**src/rtl/fir_pkg.sv**
```systemverilog
// Shared definitions for the FIR datapath helpers.
//   state_t : sample deinterleaver FSM encoding (S_EVEN / S_ODD / S_FULL)
//   DATA_W  : default sample width in bits
package fir_pkg;

    localparam int DATA_W = 8;

    typedef enum logic [1:0] {
        S_EVEN = 2'd0,   // no lane data held
        S_ODD  = 2'd1,   // lane 0 held, waiting for the odd sample
        S_FULL = 2'd2    // complete pair held, presented downstream
    } state_t;

endpackage

```
**src/rtl/demux1_2.sv**
```systemverilog
// 1:2 steering element, the inverse of a 2:1 mux.
// Ports:
//   i_data : sample to steer
//   i_en   : a sample is being written this cycle
//   i_sel  : 0 -> lane 0, 1 -> lane 1
//   o_we0  : write enable for lane 0
//   o_we1  : write enable for lane 1
//   o_data : sample routed to whichever lane is enabled
module demux1_2
    import fir_pkg::*;
#(
    parameter int W = DATA_W
) (
    input  logic [W-1:0] i_data,
    input  logic         i_en,
    input  logic         i_sel,
    output logic         o_we0,
    output logic         o_we1,
    output logic [W-1:0] o_data
);

    assign o_we0  = i_en & ~i_sel;
    assign o_we1  = i_en &  i_sel;
    assign o_data = i_data;

endmodule

```
**src/rtl/sample_demux2.sv**
```systemverilog
// Two-lane polyphase deinterleaver. Alternating input samples are steered
// into lane 0 (even) and lane 1 (odd); each complete pair is presented on a
// registered valid/ready output.
// Ports:
//   clk, rst             : clock, synchronous active-high reset
//   in_data/valid/ready  : serial sample stream
//   in_sync              : marks in_data as an even sample (phase realign)
//   out_data0/1          : even / odd sample of the held pair
//   out_valid/out_ready  : pair handshake
//   phase                : lane the next accepted sample goes to
//   err_drop / err_clr   : sticky "pending even sample discarded" flag, clear
//   pair_cnt             : wrapping count of pairs handed off
module sample_demux2
    import fir_pkg::*;
#(
    parameter int DATA_W = fir_pkg::DATA_W,
    parameter int CNT_W  = 16
) (
    input  logic              clk,
    input  logic              rst,
    input  logic [DATA_W-1:0] in_data,
    input  logic              in_valid,
    input  logic              in_sync,
    output logic              in_ready,
    output logic [DATA_W-1:0] out_data0,
    output logic [DATA_W-1:0] out_data1,
    output logic              out_valid,
    input  logic              out_ready,
    output logic              phase,
    output logic              err_drop,
    input  logic              err_clr,
    output logic [CNT_W-1:0]  pair_cnt
);

    state_t            r_state;
    logic [DATA_W-1:0] r_lane0;
    logic [DATA_W-1:0] r_lane1;
    logic              r_out_valid;
    logic              r_err_drop;
    logic [CNT_W-1:0]  r_pair_cnt;

    logic              w_accept;
    logic              w_handoff;
    logic              w_sel;
    logic              w_we0;
    logic              w_we1;
    logic [DATA_W-1:0] w_data;
    logic              w_sync_drop;

    // While a pair is held, new input is only taken in the same cycle the
    // pair leaves, so lane data never changes under a valid output.
    assign in_ready  = !rst && ((r_state != S_FULL) || out_ready);
    assign w_accept  = in_valid & in_ready;
    assign w_handoff = r_out_valid & out_ready;

    // Only an unsynced sample arriving in S_ODD completes the pair; every
    // other accepted sample (including a sync realign) lands in lane 0.
    assign w_sel       = (r_state == S_ODD) && !in_sync;
    assign w_sync_drop = w_accept && (r_state == S_ODD) && in_sync;

    demux1_2 #(.W(DATA_W)) u_demux (
        .i_data (in_data),
        .i_en   (w_accept),
        .i_sel  (w_sel),
        .o_we0  (w_we0),
        .o_we1  (w_we1),
        .o_data (w_data)
    );

    always_ff @(posedge clk) begin
        if (rst) begin
            r_state     <= S_EVEN;
            r_lane0     <= '0;
            r_lane1     <= '0;
            r_out_valid <= 1'b0;
            r_err_drop  <= 1'b0;
            r_pair_cnt  <= '0;
        end else begin
            if (w_we0) r_lane0 <= w_data;
            if (w_we1) r_lane1 <= w_data;

            case (r_state)
                S_EVEN: begin
                    if (w_accept) r_state <= S_ODD;
                end
                S_ODD: begin
                    if (w_accept && !in_sync) begin
                        r_state     <= S_FULL;
                        r_out_valid <= 1'b1;
                    end
                end
                S_FULL: begin
                    if (w_handoff) begin
                        r_out_valid <= 1'b0;
                        r_state     <= w_accept ? S_ODD : S_EVEN;
                    end
                end
                default: begin
                    r_state     <= S_EVEN;
                    r_out_valid <= 1'b0;
                end
            endcase

            // A new drop in the same cycle as a clear wins.
            if (w_sync_drop)  r_err_drop <= 1'b1;
            else if (err_clr) r_err_drop <= 1'b0;

            if (w_handoff) r_pair_cnt <= r_pair_cnt + 1'b1;
        end
    end

    assign out_data0 = r_lane0;
    assign out_data1 = r_lane1;
    assign out_valid = r_out_valid;
    assign err_drop  = r_err_drop;
    assign pair_cnt  = r_pair_cnt;
    assign phase     = (r_state == S_ODD);

endmodule

```
**config.mk**
```make
export PLATFORM = sky130hd
export DESIGN_NAME = sample_demux2
export DESIGN_NICKNAME = d
export VERILOG_FILES = /design/src/rtl/fir_pkg.sv /design/src/rtl/demux1_2.sv /design/src/rtl/sample_demux2.sv
export SDC_FILE = /design/constraint.sdc
export NUM_CORES = 1
export LEC_CHECK = 0
export BUFFER_PORTS_ARGS = -buffer_cell sky130_fd_sc_hd__buf_2
export CAP_MARGIN = 5
export CORE_MARGIN = 4
export CORE_UTILIZATION = 35
export DETAILED_ROUTE_END_ITERATION = 6
export GPL_ROUTABILITY_DRIVEN = 0
export PLACE_DENSITY = 0.7
export SLEW_MARGIN = 20
export SYNTH_ARGS = -nofsm -noshare
export SYNTH_HDL_FRONTEND = slang
export SYNTH_HIERARCHICAL = 1
export SYNTH_SLANG_ARGS = --single-unit
```
**constraint.sdc**
```tcl
create_clock -name clk -period 2.3 [get_ports clk]
set_input_delay 0.115 -clock clk [delete_from_list [all_inputs] [get_ports clk]]
set_output_delay 0.115 -clock clk [all_outputs]
set_load 0.02 [all_outputs]
```
Word-level counts from Yosys, hierarchy flattened

Cells that the tools add are included.

Output and inout bits: 36
Bits in registers: 36
Logic and storage cells: 41

Multiplexer cells: 10
Eq/ne operators: 6
Reductions and logical operators: 12
Bitwise logic cells: 6
Add/subtract/negate cells: 1

Operators by type and width:

| kind                                                                  | number |
|---|---|
| 16-bit by 1-bit adder with 16-bit output, second input constant       | 1 |
| 2-bit 2-to-1 mux                                                      | 3 |
| 2-bit one-hot mux with 3 select lines                                 | 1 |
| 3-bit AND reduction                                                   | 2 |
| 1-bit logical AND                                                     | 5 |
| 1-bit 2-to-1 mux                                                      | 5 |
| 1-bit bitwise AND                                                     | 4 |
| 2-bit by 1-bit != test with 1-bit output, second input constant       | 2 |
| 2-bit != test, second input constant                                  | 2 |
| 1-bit one-hot mux with 3 select lines                                 | 1 |
| 2-bit by 1-bit equality test with 1-bit output, second input constant | 1 |
| 2-bit equality test, second input constant                            | 1 |
| 1-bit logical NOT                                                     | 2 |
| 2-bit logical NOT                                                     | 1 |
| 1-bit inverter                                                        | 2 |
| 2-bit nonzero test                                                    | 1 |
| 1-bit logical OR                                                      | 1 |

Logic depth before layout (Yosys ltp)

Word-level depth: 7
Gate-level depth with buffers: 6

Hierarchy

The synthesis kept the hierarchy.

Modules (own cells, without submodules):

| module        | instances | seq. area each (um^2) | area an instance (um^2) | cells each |
|---|---|---|---|---|
| sample_demux2 | 1         | 720.7                 | 1486.4                  | 161 |
| demux1_2      | 1         | 0.0                   | 76.3                    | 10 |

Worst setup path after synthesis

OpenSTA, ideal clock, no wires.

Path type: flip-flop to flip-flop
Start: reg r_state[1]
End: reg r_lane1[0], in the netlist out_data1[0]
Cell stages (with the launch flop): 7
Arrival time: 1.643 ns
Path buffers: 2
Setup slack: 0.529 ns
Required time: 2.172 ns
Setup time: 0.128 ns
Cell sequence: dfxtp_1 -> clkbuf_1 -> a211oi_1 -> and2_2 -> clkbuf_1 -> mux2i_1 -> nor2_1

Cells in the longest elaborated chain, start to end: 5
Elaborated cells on any way between the ends: 7
Classes of those cells: eq/ne (2); bitwise (2); reduce/logical (3)

RTL lines:

| item                   | RTL line            | RTL |
|---|---|---|
| from (decl)            | sample_demux2.sv:35 | `state_t r_state;` |
| from (signal assigned) | sample_demux2.sv:95 | `r_state <= w_accept ? S_ODD : S_EVEN;` |
| 2-bit != test          | sample_demux2.sv:52 | `assign in_ready = !rst && ((r_state != S_FULL) \|\| out_ready);` |
| 1-bit logical OR       | sample_demux2.sv:52 |  |
| 1-bit logical AND      | sample_demux2.sv:52 |  |
| 1-bit bitwise AND      | sample_demux2.sv:53 | `assign w_accept = in_valid & in_ready;` |
| net w_accept           | sample_demux2.sv:42 | `logic w_accept;` |
| 1-bit bitwise AND      | demux1_2.sv:23      | `assign o_we1 = i_en & i_sel;` |
| net w_we1              | sample_demux2.sv:46 | `logic w_we1;` |
| to (signal assigned)   | sample_demux2.sv:80 | `if (w_we1) r_lane1 <= w_data;` |
| to (decl)              | sample_demux2.sv:37 | `logic [DATA_W-1:0] r_lane1;` |

The timed path passes the listed nets, and every way through them passes these cells.
A chain may end at the register's enable or synchronous reset.

Worst setup path after layout

Start: reg r_state[0]
End: reg r_lane1[4], in the netlist out_data1[4]

The elaborated chain is that of the path after synthesis.

==> impl_results.md <==
* Post-route DRC at 0
* Top-Level Pins at 50
* Final period util at 0.761
* Peak VDD IR at 335 µV
* Clock Skew at 6.00 ps
* Commonest non-fill, non-tap cell in the layout: buf_2
* Placed cell areas at 1800 µm²
* Starting Density at 0.361
* Critical Path Max Stage Delay at ~480 ps
* TNS Setup at 0 ps
* DP Worst Slack at ~550 ps
* Hold_buf cts at 0
* Multi-input logic area at 732 µm²
* Netlist Area Pre-Place at 1560 µm²
* Inst Count DP at approximately 260
* Core ar. at between 4000 and 5000 µm²
* Crit path setup slack, layout at 549 ps
* Total nets after synthesis at 186
* Crit start category: flip-flop
* Die H at 74.8 µm
* Crit path time final at around 1800 ps
* Max Cap Violations at 0
* # diodes at 0
* DP HPWL at 2480 µm
* Slew Viols, Final at 0
* Maximum number of pins on one net before global-route repair at 40
* Yosys warnings at 6
* LEAKAGE at 0.828 nW
* Register area share after synthesis at 0.461
* GRT Overall Usage at 0.128
* Yosys reg bits at 36
* # H-tree levels at 2
* CP max-delay cell: a211oi_1
* Fillers at 453
* CTS tree: built
* Cell Chain, Critical Path: nor2_1 > a211oi_1 > and2_2 > mux2i_1 > nor2_1
* Via Count at ~1300
* RSZ-0062 raised after global routing: false
* Cells after Synth at 171
* Fmax at 0.571 GHz
* Congestion Overflow GR at 0
* Slew @ Worst Pin at approximately 510 ps
* Worst skew pair latency at around 290 ps
* Via density at 4.86
* Bufs on Longest Clock Path at 2
* Routed Antenna Nets at 0
* Die W at 74.8 µm
* Non-Filler Instances at 266
* Status: finished, final reports clean
* Clock sinks at 36
* Syn_area_per_cell at 9.14 µm²
* Worst slew margin at 0.656
* I/O Buffers at between 40 and 50
* Post-CTS Resized at 0
* Initial antenna violation count at 0
* WL per Instance at 12.5 µm
* Crit path top cell by count: nor2_1
* Number of library cell types mapped by synthesis at 36
* Worst Hold Slack at approximately 78 ps
* Register Area at 721 µm²
* CP required at 2470 ps
* Worst path bufs/invs at 0
* Tot Pwr at 1.20 mW
* Final core occ at 0.437
* Die Area at roughly 5600 µm²
* CP top delay family: simple AND/OR/NAND/NOR gates
* CTS Buf Count at 5
* Number of global-route vias before repair at ~1200
* Layout cells sized above 1 at 0.313
* Worst Hold Class: in2reg
* Layout Area Growth over Synthesis at 21.0%
* Post-Layout Inst Area at 1890 µm²
* Worst Path Max Fanout at 8
* Power per Cell Area at 635 nW/µm²
* Wire length of the first global-routing pass at 5440 µm
* Layout Nets at 228
* Commonest cells after routing, fill and taps aside: buf_2 (49), dfxtp_1 (36), nor2_1 (35)
* Final setup viols at 0
* Kind of critical path: reg2reg
* Drt first-iter violations at 129
* CTS clk-pin slew, worst paths at 70 ps
* Post-CTS Setup Bufs at 0
* Final WL at 3320 µm
* CP arrival at about 1900 ps
* Clock Tree Root: clkbuf_8
* DRT Pass-1 Iters at 4
* Final hold viol count at 0
* Crit. End Element: flip-flop
* Std-Cell Rows at 24
-- cell usage after synthesis, drive strengths merged --
cell type,count,area (µm²)
a211oi,1,7.51
a21oi,6,30.0
a22oi,2,15.0
a32oi,1,8.76
and2,2,13.8
and2b,1,8.76
and3,1,7.51
and4,2,20.0
buf,10,68.8
clkbuf,6,22.5
dfxtp,36,721
ha,1,12.5
inv,5,18.8
mux2,2,22.5
mux2i,16,160
nand2,8,30.0
nand2b,1,6.26
nand3,4,20.0
nand4,6,52.6
nor2,35,131
nor2b,2,12.5
nor3,2,10.0
nor4,2,12.5
o21ai,2,10.0
o31a,1,8.76
o31ai,2,15.0
or2,1,6.26
or3,1,7.51
or4,2,15.0
xnor2,4,35.0
xor2,6,52.6
-- state kept, by name, indices dropped and copies added, names as in the netlist --
signal,cells
err_drop,1
out_data0,8
out_data1,8
out_valid,1
pair_cnt,16
r_state,2
-- worst paths after layout --
kind         cells past startpoint  slack (ps)        from            to
min reg2reg                      2         490    err_drop      err_drop
max                              5         550  r_state[0]  out_data1[4]
min                              3          80  in_data[0]  out_data1[0]
max reg2reg                      5         550  r_state[0]  out_data1[4]
-- layout make-up --
| class | count | area share |
|---|---|---|
| multi-input combinational | 114 | 0.387 |
| sequential | 36 | 0.381 |
| timing repair buffer | 51 | 0.138 |
| clock buffer | 7 | 0.0457 |
| tap | 52 | 0.0344 |
| inverter | 5 | 0.00993 |
| clock inverter | 1 | 0.00397 |
-- metal layers --
| metal | vias up | GRT usage | wire [µm] |
|---|---|---|---|
| met5 | - | 0 | 0 |
| met4 | 0 | 0.0474 | 44 |
| met3 | 6 | 0.0441 | 287 |
| met2 | 42 | 0.195 | 1510 |
| met1 | 587 | 0.166 | 1480 |
| li1 | 657 | - | - |
-- worst reg2reg max path, stage by stage, from the launching register on --
cell      delay (ps)
dfxtp_1          360
nor2_1            80
a211oi_1         480
and2_2           420
mux2i_1          240
nor2_1            50
-- report_power, final --
group	internal (mW)	switching (mW)	leakage (nW)	total (mW)
registers	0.634	0.00678	0.291	0.641
clock network	0.243	0.228	0.0445	0.472
logic	0.0342	0.0538	0.492	0.0880
total	0.912	0.289	0.828	1.20
-- cells by family after synthesis --
logic type | share of synthesized area
simple gates | 0.227
buf+inv | 0.0705
compound gates | 0.0608
fa+ha+maj | 0.00801
mux | 0.117
flops | 0.461
xor+xnor | 0.0560
(Power assumes the default switching activity.)
